==> src/rtl/processor_call_stack.sv <==
// processor_call_stack: resolves call/return redirects for fetch using a hardware return-address stack.
module processor_call_stack #(
  parameter int ADDR_SIZE = 18,
  parameter int WORD_SIZE = 18,
  parameter int STACK_DEPTH_LOG2 = 4
) (
  input  logic                        clock,
  input  logic                        reset,
  input  logic                        stall,
  input  logic                        no_operation_in,
  input  logic [ADDR_SIZE-1:0]        ip_plus_one_in,
  input  logic                        is_call,
  input  logic [WORD_SIZE-1:0]        call_target,
  input  logic                        is_return,
  output logic                        call_performed,
  output logic [WORD_SIZE-1:0]        ip_to_call,
  output logic                        return_performed,
  output logic [WORD_SIZE-1:0]        ip_to_return,
  output logic [STACK_DEPTH_LOG2:0]   depth,
  output logic                        stack_overflow,
  output logic                        stack_underflow
);
  localparam int N = 1 << STACK_DEPTH_LOG2;
  logic [WORD_SIZE-1:0] stack_q [N];
  logic [STACK_DEPTH_LOG2:0] sp_q, sp_d;
  logic call_performed_q, call_performed_d, return_performed_q, return_performed_d;
  logic [WORD_SIZE-1:0] ip_to_call_q, ip_to_call_d, ip_to_return_q, ip_to_return_d;
  logic overflow_q, overflow_d, underflow_q, underflow_d;
  logic accept, do_call, do_ret, full, empty, push;
  logic [STACK_DEPTH_LOG2-1:0] rd_idx;
  // Slot right after a redirect is wrong-path, so it is squashed.
  always_comb begin
    accept = !stall && !no_operation_in && !call_performed_q && !return_performed_q;
    do_call = accept && is_call;
    do_ret = accept && is_return && !is_call;
    full = sp_q[STACK_DEPTH_LOG2];
    empty = sp_q == '0;
    push = do_call && !full;
    rd_idx = sp_q[STACK_DEPTH_LOG2-1:0] - STACK_DEPTH_LOG2'(1);
    sp_d = push ? sp_q + 1'b1 : (do_ret && !empty) ? sp_q - 1'b1 : sp_q;
    call_performed_d = stall ? call_performed_q : do_call;
    return_performed_d = stall ? return_performed_q : do_ret;
    ip_to_call_d = do_call ? call_target : ip_to_call_q;
    ip_to_return_d = do_ret ? (empty ? '0 : stack_q[rd_idx]) : ip_to_return_q;
    overflow_d = overflow_q | (do_call && full);
    underflow_d = underflow_q | (do_ret && empty);
  end
  always_ff @(posedge clock) begin
    if (reset) begin
      sp_q <= '0;
      call_performed_q <= 1'b0;
      return_performed_q <= 1'b0;
      ip_to_call_q <= '0;
      ip_to_return_q <= '0;
      overflow_q <= 1'b0;
      underflow_q <= 1'b0;
    end else begin
      sp_q <= sp_d;
      call_performed_q <= call_performed_d;
      return_performed_q <= return_performed_d;
      ip_to_call_q <= ip_to_call_d;
      ip_to_return_q <= ip_to_return_d;
      overflow_q <= overflow_d;
      underflow_q <= underflow_d;
    end
  end
  always_ff @(posedge clock) begin
    if (!reset && push) stack_q[sp_q[STACK_DEPTH_LOG2-1:0]] <= WORD_SIZE'(ip_plus_one_in);
  end
  assign call_performed = call_performed_q;
  assign return_performed = return_performed_q;
  assign ip_to_call = ip_to_call_q;
  assign ip_to_return = ip_to_return_q;
  assign depth = sp_q;
  assign stack_overflow = overflow_q;
  assign stack_underflow = underflow_q;
endmodule

==> config.mk <==
export PLATFORM = sky130hd
export DESIGN_NAME = processor_call_stack
export DESIGN_NICKNAME = d
export VERILOG_FILES = /design/src/rtl/processor_call_stack.sv
export SDC_FILE = /design/constraint.sdc
export NUM_CORES = 1
export LEC_CHECK = 0
export ABC_CLOCK_PERIOD_IN_PS = 4230
export CAP_MARGIN = 20
export CORE_ASPECT_RATIO = 1.5
export CORE_MARGIN = 5
export CORE_UTILIZATION = 60
export CTS_BUF_LIST = sky130_fd_sc_hd__clkbuf_8
export DETAILED_ROUTE_END_ITERATION = 8
export GPL_ROUTABILITY_DRIVEN = 1
export PLACE_DENSITY = 0.89
export SYNTH_ARGS = -nofsm -noshare
export SYNTH_HDL_FRONTEND = slang
export SYNTH_SLANG_ARGS = --single-unit
==> constraint.sdc <==
create_clock -name clock -period 4.23 [get_ports clock]
set_clock_uncertainty 0.1 [all_clocks]
set_input_delay 0.6345 -clock clock [delete_from_list [all_inputs] [get_ports clock]]
set_output_delay 0.6345 -clock clock [all_outputs]
set_load 0.05 [all_outputs]
# Word-level counts from Yosys, hierarchy flattened
# Memory sizes are Yosys's and may differ from the RTL's.
# Cells that the tools add are included.
# word_totals
regBits	45
ram_bits	288
input_bits	42
output_inout_bits	45
word_cells	39
n_memories	1
# memory_table
memory	depth	word_bits	rd	rd_clocked_by_memory_dff	wr	line	text
stack_q	16	18	1	0	1	24	logic [WORD_SIZE-1:0] stack_q [N];
# classes
addsub	3
mux	5
n_bitwise	2
reduce_logical	21
# op_table
op	n
$mux W18	1
$logic_and A1 B1 Y1	11
$mux W5	2
$logic_not A1 Y1	8
$add A5 B1 Y5 const B	1
$logic_not A5 Y1	1
$sub A5 B1 Y5 const B	1
$sub A4 B1 Y4 const B	1
$mux W1	2
$or A1 B1 Y1	2
$reduce_bool A2 Y1	1

# Logic depth before layout (Yosys ltp)
# logic_depth
word_depth	9
ltp_mapped	11

# Worst setup path after synthesis
# No wires, ideal clock.
# synth_path
path_type	input port to flip-flop
from	in stall
to	mem stack_q[3][0] (enable)
t_arrival_ns	3.158
required_time_ns	3.714
slack_ns	0.556
stages	6
path_cell_list	or4_4 > nor3_1 > inv_1 > nor2_1 > nand2_1 > nor3_1
# synth_via
elab_chain_cells	9
# synth_lines
item	line	text
start, declared	9	input logic stall,
$logic_not A1 Y1	33	accept = !stall && !no_operation_in && !call_performed_q && !return_performed_q;
$logic_and A1 B1 Y1 (3 in series)	33	
$logic_and A1 B1 Y1	34	do_call = accept && is_call;
$logic_and A1 B1 Y1	38	push = do_call && !full;
$logic_and A1 B1 Y1	68	if (!reset && push) stack_q[sp_q[STACK_DEPTH_LOG2-1:0]] <= WORD_SIZE'(ip_plus_one_in);
$mux W1	68	
$mux W1 (implied by the code)	68	
end, declared	24	
# Every way passes these cells.

# Worst setup path after layout
# layout_path
from	in stall
to	mem stack_q[15][12] (enable)
# The elaborated chain is that of the path after synthesis.

==> reports/metrics.yaml <==
status:
  status: "finished, final reports clean"
yosys:
  synth_seq_cells: 333
  synthesis.area_um2: 12700
  synth_nets: 720
  ys_warn_count: 0
  ys.flop_type: "edfxtp_1"
  syn_inst: 669
  ys_seq_area_share_pct: 75.3
  synth_enable_flop_cells: 288
  async_reset_ff_share_pct: 0
  syn_area_per_cell_um2: 18.9
  synth.distinct_cells: 37
timing:
  max_slew_margin_pct: 23.8
  slew_viol_final: 0
  hold_viol_final: 0
  worst_pin_slew_ns: 1.14
  max_freq_ghz: 0.302
  fin_crit_ns: 3.31
  fin_setup_tns_ns: 0
  grt_setup_unrepaired: "no"
  setup_viol: 0
  finalCritPeriodShare_pct: 78.2
  hold_ws_ns: 0.354
worst_hold_path:
  whs_endpoint: "ip_to_return[5]$_SDFFE_PP0N_"
  hold_class: "register to register"
  hold_depth: 2
  min_from: "ip_to_return[5]$_SDFFE_PP0N_"
grt:
  antenna_found_initial: 0
  grt_max_degree: 52
  grt_first_pass_wirelength_um: 41300
  grt_overflow: 0
  grt_usage_pct: 22.3
  grt_pass1_vias: 7213
critical_path:
  worstPathRequired_ns: 4.37
  path_class: "input pin to register"
  r2r-end: "ip_to_return[15]$_SDFFE_PP0N_"
  rrSetupSlack_ns: 0.97
  start_kind: "input pin"
  ff2ff_path_depth: 7
  arrival_ns: 3.45
  end_kind: "register"
  cp_max_fo: 12
  reg2reg_from: "depth[0]$_SDFFE_PP0P_"
clocking:
  clock_path_buffers: 3
  cts_sinks: 333
  cts_htree_levels: 2
  clk_latency_ns: 0.55
  cts_resized: 0
  root_buffer: "clkbuf_8"
  ctsHoldBuffers: 0
  cts_setup_buffers: 0
  cts_tree: "yes"
  clkTransAtPathRegs_ns: 0.06
  cts_made_buffers: 45
routing:
  routed_wl_um: 26700
  ant_nets: 0
  drt_iter0_drc: 605
  drc: 0
  dr.pass1.iters: 5
  wire_per_inst_um: 24.4
  vias: 6765
  routed_via_density: 6.17
placement:
  place_congestion: 0.891
  dp_hpwl_um: 17600
  io_buffers: 86
floorplanning:
  die_y_um: 188
  die-width_um: 129
  dieArea_um2: 24200
  ios: 87
  core_um2: 20900
  initial_core_util_pct: 60.6
  fp-row-count: 65
cells_and_area:
  layout.cells.most_common: "edfxtp_1"
  fin_util_pct: 71.4
  final_nets: 843
  areaGrowthSynthToFinish_pct: 17.7
  final_cell_mix: "edfxtp_1, clkdlybuf4s50_1, mux4_2, nand2_1, clkbuf_8"
  drive_gt1_share_pct: 22.7
run:
  cap_viol_max_count: 0
power:
  ir_drop_v: 0.000244
  p_leak_nw: 4.73
  pwr_density_cell_nw_per_um2: 458
  p_total_mw: 6.84
==> cell type report <==
| type | instances | area (µm²) |
|---|---|---|
| repair buffers | 111 | 1080 |
| flip-flops and latches | 333 | 9550 |
| fillers | 1135 | 5980 |
| clock inverters | 31 | 220 |
| clock buffers | 52 | 716 |
| multi-input cells | 295 | 3000 |
| diodes | 1 | 2.50 |
| inverters | 6 | 22.5 |
| well taps | 268 | 335 |
==> per-stage QoR <==
stage | cell area (µm²) | cells | setup slack (ns)
after floorplan | 12700 | 669 | 0.556
after global placement | 13900 | 1011 | 0.632
after detailed placement | 13900 | 1011 | 0.433
after CTS | 14900 | 1094 | 0.940
after global routing | 14900 | 1096 | 0.732
final | 14900 | 1097 | 0.922
==> sequential cells by signal, summed over array words and instances (netlist names) <==
register          flops
stack_q             288
ip_to_call           18
ip_to_return         18
depth                 5
call_performed        1
return_performed      1
stack_overflow        1
stack_underflow       1
==> Yosys cell counts (2+ instances only) <==
| master | instances | area [µm²] |
|---|---|---|
| nor2b_1 | 17 | 106 |
| edfxtp_1 | 288 | 8650 |
| a21oi_1 | 23 | 115 |
| o22ai_1 | 18 | 113 |
| mux4_2 | 72 | 1620 |
| dfxtp_1 | 45 | 901 |
| nor3_1 | 7 | 35.0 |
| o31ai_1 | 18 | 135 |
| xnor2_1 | 6 | 52.6 |
| nand2b_1 | 2 | 12.5 |
| nand2_1 | 62 | 233 |
| clkbuf_1 | 16 | 60.1 |
| a21o_1 | 2 | 15.0 |
| ha_1 | 8 | 100 |
| nor2_1 | 27 | 101 |
| a211oi_1 | 18 | 135 |
| buf_2 | 15 | 75.1 |
| inv_1 | 6 | 22.5 |
==> critical path, cell delays in order <==
cell             delay [ns]
clkdlybuf4s50_1        0.47
or4_4                  0.57
nor3_1                 0.33
inv_1                  0.19
nor2_1                 0.35
nand2_1                0.28
nor2_2                 0.35
buf_4                  0.28
==> metal layers <==
metal / GRT usage (%) / vias up / part of all wire, %
li1: - / 2931 / -
met1: 28.8 / 3443 / 37
met2: 39.5 / 344 / 54
met3: 2.76 / 47 / 6.8
met4: 7.11 / 0 / 2.2
met5: 0 / - / 0
==> worst max-delay path by stage <==
stage                                from                             to  slack [ns]
global placement                    stall      stack_q[15][11]$_DFFE_PP_        0.63
finish                              stall      stack_q[15][12]$_DFFE_PP_        0.92
CTS                 depth[0]$_SDFFE_PP0P_  ip_to_return[14]$_SDFFE_PP0N_        0.94
global route        depth[0]$_SDFFE_PP0P_  ip_to_return[15]$_SDFFE_PP0N_        0.73
detailed placement                  stall      stack_q[15][12]$_DFFE_PP_        0.43
floorplan                           stall        stack_q[3][0]$_DFFE_PP_        0.56
==> cells by family after synthesis <==
kind of cell	after synthesis	synth area share, %
muxes	74	13.0
adders and majority gates	9	0.948
AOI/OAI and AO/OA	85	4.49
and+or+nand+nor	120	4.23
DFF	333	75.3
buffers and inverters	41	1.54
xor gates and xnor gates	7	0.484
==> where the power goes <==
part | total, mW | switching [mW] | internal, mW | leakage, nW
clock network | 2.46 | 1.15 | 1.32 | 0.526
registers | 3.62 | 0.0365 | 3.59 | 2.95
logic | 0.753 | 0.436 | 0.317 | 1.25
(Power assumes the default switching activity.)
